**config.mk**
```make
export PLATFORM = sky130hd
export DESIGN_NAME = accumulate_controller
export DESIGN_NICKNAME = d
export VERILOG_FILES = /design/src/rtl/accumulate_controller.sv
export SDC_FILE = /design/constraint.sdc
export NUM_CORES = 1
export LEC_CHECK = 0
export CORE_MARGIN = 2
export CORE_UTILIZATION = 50
export CTS_CLUSTER_DIAMETER = 50
export CTS_CLUSTER_SIZE = 10
export DETAILED_ROUTE_END_ITERATION = 10
export GPL_TIMING_DRIVEN = 0
export PLACE_DENSITY_LB_ADDON = 0.08
export RECOVER_POWER = 50
export SLEW_MARGIN = 20
export SYNTH_ARGS = -nofsm -noshare
export SYNTH_HDL_FRONTEND = slang
export SYNTH_SLANG_ARGS = --single-unit
```
**constraint.sdc**
```tcl
create_clock -name Clk -period 3.2 [get_ports Clk]
set_input_delay 0.32 -clock Clk [delete_from_list [all_inputs] [get_ports Clk]]
set_output_delay 0.32 -clock Clk [all_outputs]
set_load 0.02 [all_outputs]
```
**src/rtl/accumulate_controller.sv**
```systemverilog
// Button-driven accumulator: Sum += zext(SW) per press, computed with one SLICE-bit adder over WIDTH/SLICE cycles.
// Optional build macro ACCUM_SATURATE_EN clamps Sum to all ones on carry-out instead of wrapping.
//
//   state  | meaning
//   S_IDLE | waiting for a synchronised press (run_s 1->0)
//   S_ADD  | one slice per cycle, LSB first; commit on the last slice
//   S_DONE | result committed, waiting for the button to be released
module accumulate_controller #(
   parameter int WIDTH = 16,
   parameter int SLICE = 4,
   parameter int SW_W  = 10
) (
   input  logic             Clk,
   input  logic             Reset_Clear,
   input  logic             Run_Accumulate,
   input  logic [SW_W-1:0]  SW,
   output logic [WIDTH-1:0] Sum,
   output logic             CO,
   output logic             Busy,
   output logic             Done
);

   localparam int N     = WIDTH / SLICE;
   localparam int IDX_W = (N > 1) ? $clog2(N) : 1;

   typedef enum logic [1:0] {S_IDLE, S_ADD, S_DONE} state_t;

   state_t             state_q;
   logic               sync1_q, sync2_q;
   logic [1:0]         fill_q;
   logic               released_q;
   logic [IDX_W-1:0]   idx_q;
   logic               carry_q;
   logic [WIDTH-1:0]   a_q, b_q;
   logic [WIDTH-1:0]   sum_q;
   logic               co_q, busy_q, done_q;

   logic [SLICE:0]     slice_sum;
   logic [WIDTH-1:0]   shadow_d;
   logic [WIDTH-1:0]   commit_d;
   logic               is_last, press;
   int                 base;

   // released_q only trusts run_s once the synchroniser holds pin samples,
   // so a button held through reset cannot look like a fresh press.
   assign press   = released_q & ~sync2_q;
   assign is_last = (idx_q == IDX_W'(N - 1));

   always_comb begin
      base      = int'(idx_q) * SLICE;
      slice_sum = {1'b0, a_q[base +: SLICE]} + {1'b0, b_q[base +: SLICE]}
                  + {{SLICE{1'b0}}, carry_q};
      shadow_d  = a_q;
      shadow_d[base +: SLICE] = slice_sum[SLICE-1:0];
`ifdef ACCUM_SATURATE_EN
      commit_d  = slice_sum[SLICE] ? '1 : shadow_d;
`else
      commit_d  = shadow_d;
`endif
   end

   always_ff @(posedge Clk) begin
      if (Reset_Clear) begin
         state_q    <= S_IDLE;
         sync1_q    <= 1'b1;
         sync2_q    <= 1'b1;
         fill_q     <= 2'b00;
         released_q <= 1'b0;
         idx_q      <= '0;
         carry_q    <= 1'b0;
         a_q        <= '0;
         b_q        <= '0;
         sum_q      <= '0;
         co_q       <= 1'b0;
         busy_q     <= 1'b0;
         done_q     <= 1'b0;
      end else begin
         sync1_q    <= Run_Accumulate;
         sync2_q    <= sync1_q;
         fill_q     <= {fill_q[0], 1'b1};
         released_q <= fill_q[1] & sync2_q;
         done_q     <= 1'b0;
         case (state_q)
            S_IDLE: begin
               if (press) begin
                  a_q     <= sum_q;
                  b_q     <= WIDTH'(SW);
                  idx_q   <= '0;
                  carry_q <= 1'b0;
                  busy_q  <= 1'b1;
                  state_q <= S_ADD;
               end
            end
            S_ADD: begin
               a_q     <= shadow_d;
               carry_q <= slice_sum[SLICE];
               idx_q   <= idx_q + 1'b1;
               if (is_last) begin
                  sum_q   <= commit_d;
                  co_q    <= slice_sum[SLICE];
                  idx_q   <= '0;
                  busy_q  <= 1'b0;
                  done_q  <= 1'b1;
                  state_q <= S_DONE;
               end
            end
            S_DONE: begin
               if (sync2_q) state_q <= S_IDLE;
            end
            default: state_q <= S_IDLE;
         endcase
      end
   end

   assign Sum  = sum_q;
   assign CO   = co_q;
   assign Busy = busy_q;
   assign Done = done_q;

endmodule

```
==> metrics.cfg <==
[worst_setup_path]
criticalPathCategory=reg2reg
required_ns=3.40
crit_chain=buf_2 -> mux4_2 -> fa_1 -> fa_1 -> xor2_2 -> a31o_2 -> a222oi_1 -> nor2_1
start_kind=flop
crit_arrival_ns=3.23
critPathCaptureType=flop
rr_worst_depth=8
crit_fanout=8
cp_slowest_cell=mux4_2
cpPeakStageDelay_ns=0.57
cp_common_cell=fa_1

[worst_hold_path]
hold_class=in2reg
min_path_cells=2

[routing]
dr.pass1.iters=4
vias=2228
wire_per_inst_um=16.9
drtIter0Drc=206
ant_nets=0
vias_per_cell=5.70
drc=0
routed_wl_mm=6.62

[cts]
clk_pin_slew_worst_paths_ns=0.10
postCtsSetupRepairBufs=0
cts_resized=0
cts_buffers=5
htree_num_levels=2
root_buffer=clkbuf_8
cts.sinks=55
cts_tree=yes
clockBufferDepth=2
holdBufCountCts=0
clk_latency_ns=0.32

[power]
power.density_nw_per_um2=393
leakage_nw=1.18
peakVddDrop_v=0.000247

[grt]
grt_usage_pct=23.7
antenna_found_initial=0
gr-total-overflow=0
grt_max_degree=18
grt_pass1_vias=2088
grt_pass1_wl_mm=10.9

[die]
chipWidth_um=76.4
core-area_um2=5070
io-pin-count=32
die_h_um=76.4
die-area_um2=5840
rows=26
start_util_pct=51.7

[layout]
nFillCells=481
diodes=0
final_cell_mix=dfxtp_1 (54), nand2_1 (38), a21oi_1 (31)
layout_commonest_cell=dfxtp_1
finalNetCount=344
fin_area_um2=3120
syn_to_final_growth_pct=18.9
layout-drive-gt1-share_pct=10.9

[sta]
min_period_ns=3.03
maxSlewHeadroom_pct=58.0
tightestPinTransition_ns=0.631
period_share_pct=94.7
worst_slack_ns=0.171
final.setup.tns_ns=0
timing.hold.ws_ns=0.410
drv_slew=0
final_hold_viol_count=0
finalSetupViolations=0
rsz0062_at_grt=no
skew_ns=0.00811
fmax_mhz=330

[logic_synthesis]
ys.flop_type=dfxtp_1
syn_inst=283
syn_nets=307
synthArstFlopShare_pct=0
synth_edf_count=0
yosys_warnings=0
ys_seq_area_share_pct=42.0
avgSynthCellArea_um2=9.27
synth.distinct_cells=44
syn-cell-area_um2=2620
ys_ff_latch=55

[run_status]
status=finished, final reports clean

[placed_design]
place_area_um2=3010
dp_hpwl_mm=4.85
gp_congestion=0.886
pre_cts_ws_ns=0.109
numPortBuffers=30

[flow_run]
cap_violations=0

sequential cells by signal (all words and copies together), names as in the netlist:
signal / count
Sum: 16
a_q: 16
b_q: 10
fill_q: 2
idx_q: 2
state_q: 2
Busy: 1
CO: 1
Done: 1
carry_q: 1
released_q: 1
sync1_q: 1
sync2_q: 1
area by class of cell:
type	instances	area (µm²)	area share [%]
plain buffers	17	95.1	3.05
clock buffers	5	68.8	2.21
clock inverters	3	43.8	1.40
inverters	8	30.0	0.963
multi-input cells	203	1390	44.6
flip-flops and latches	55	1100	35.4
well taps	70	87.6	2.81
repair buffers	30	300	9.63
cells in the mapped netlist (4+ instances only):
| cell | count | share of area [%] |
|---|---|---|
| dfxtp_1 | 55 | 42 |
| nand2_1 | 37 | 5.3 |
| a21oi_1 | 31 | 5.9 |
| nor2_1 | 19 | 2.7 |
| a211oi_1 | 15 | 4.3 |
| nor2b_1 | 10 | 2.4 |
| ha_1 | 9 | 4.3 |
| a22o_1 | 8 | 2.7 |
| inv_1 | 7 | 1.0 |
| o21ai_0 | 7 | 1.3 |
| a22oi_1 | 6 | 1.7 |
| o22ai_1 | 6 | 1.4 |
| buf_2 | 5 | 0.95 |
| clkbuf_1 | 5 | 0.72 |
| a211oi_2 | 4 | 1.9 |
| a31oi_1 | 4 | 0.95 |
| mux2i_1 | 4 | 1.5 |
| mux4_2 | 4 | 3.4 |
| nand3_1 | 4 | 0.76 |
metal layers:
metal  GRT usage (%)  share of wire (%)  vias to the layer above
met3            3.91                5.7                        8
met4            8.36                1.5                        0
li1                -                  -                     1096
met5               0                  0                        -
met1            32.3                 46                     1055
met2            38.1                 47                       69
stage by stage:
step / instances / util (%) / total power [mW]
3_5_place_dp: 383 / 59.3 / 0.768
6_report: 391 / 61.4 / 1.23
2_1_floorplan: 283 / - / 0.741
4_1_cts: 391 / 61.5 / 1.23
5_1_grt: 391 / 61.4 / 1.27
3_3_place_gp: 383 / 59.3 / 0.767
cells by family (layout without fill, tap and decap cells):
group | count (synthesis) | count (layout) | synth area share [%]
muxes | 8 | 8 | 4.96
and+or+nand+nor | 89 | 89 | 17.3
DFF | 55 | 55 | 42.0
buffers and inverters | 25 | 63 | 5.10
xor gates and xnor gates | 1 | 1 | 0.334
AOI/OAI and AO/OA | 94 | 94 | 24.5
adders and majority gates | 11 | 11 | 5.82
critical path: cells and delay by family (launching register included):
family	cells	cell delay (ns)
adders and majority gates	2	0.90
muxes	1	0.57
AOI/OAI and AO/OA	2	0.56
DFF	1	0.39
buffers and inverters	1	0.22
xor gates and xnor gates	1	0.20
and+or+nand+nor	1	0.07
power breakdown:
part	total (mW)	switching, mW	internal, mW
sequential	0.695	0.00426	0.691
clock	0.474	0.241	0.233
combinational	0.0568	0.0311	0.0257
total	1.23	0.276	0.950
final timing paths:
path / from / endpoint / slack (ns)
setup / recovery: idx_q[0]$_SDFFE_PP0P_ / a_q[6]$_SDFFE_PP0P_ / 0.17
hold / removal: Reset_Clear / fill_q[1]$_SDFF_PP0_ / 0.41
setup reg to reg: idx_q[0]$_SDFFE_PP0P_ / a_q[6]$_SDFFE_PP0P_ / 0.17
hold reg to reg: sync1_q$_SDFF_PP1_ / sync2_q$_SDFF_PP1_ / 0.42
(Power assumes the default switching activity.)
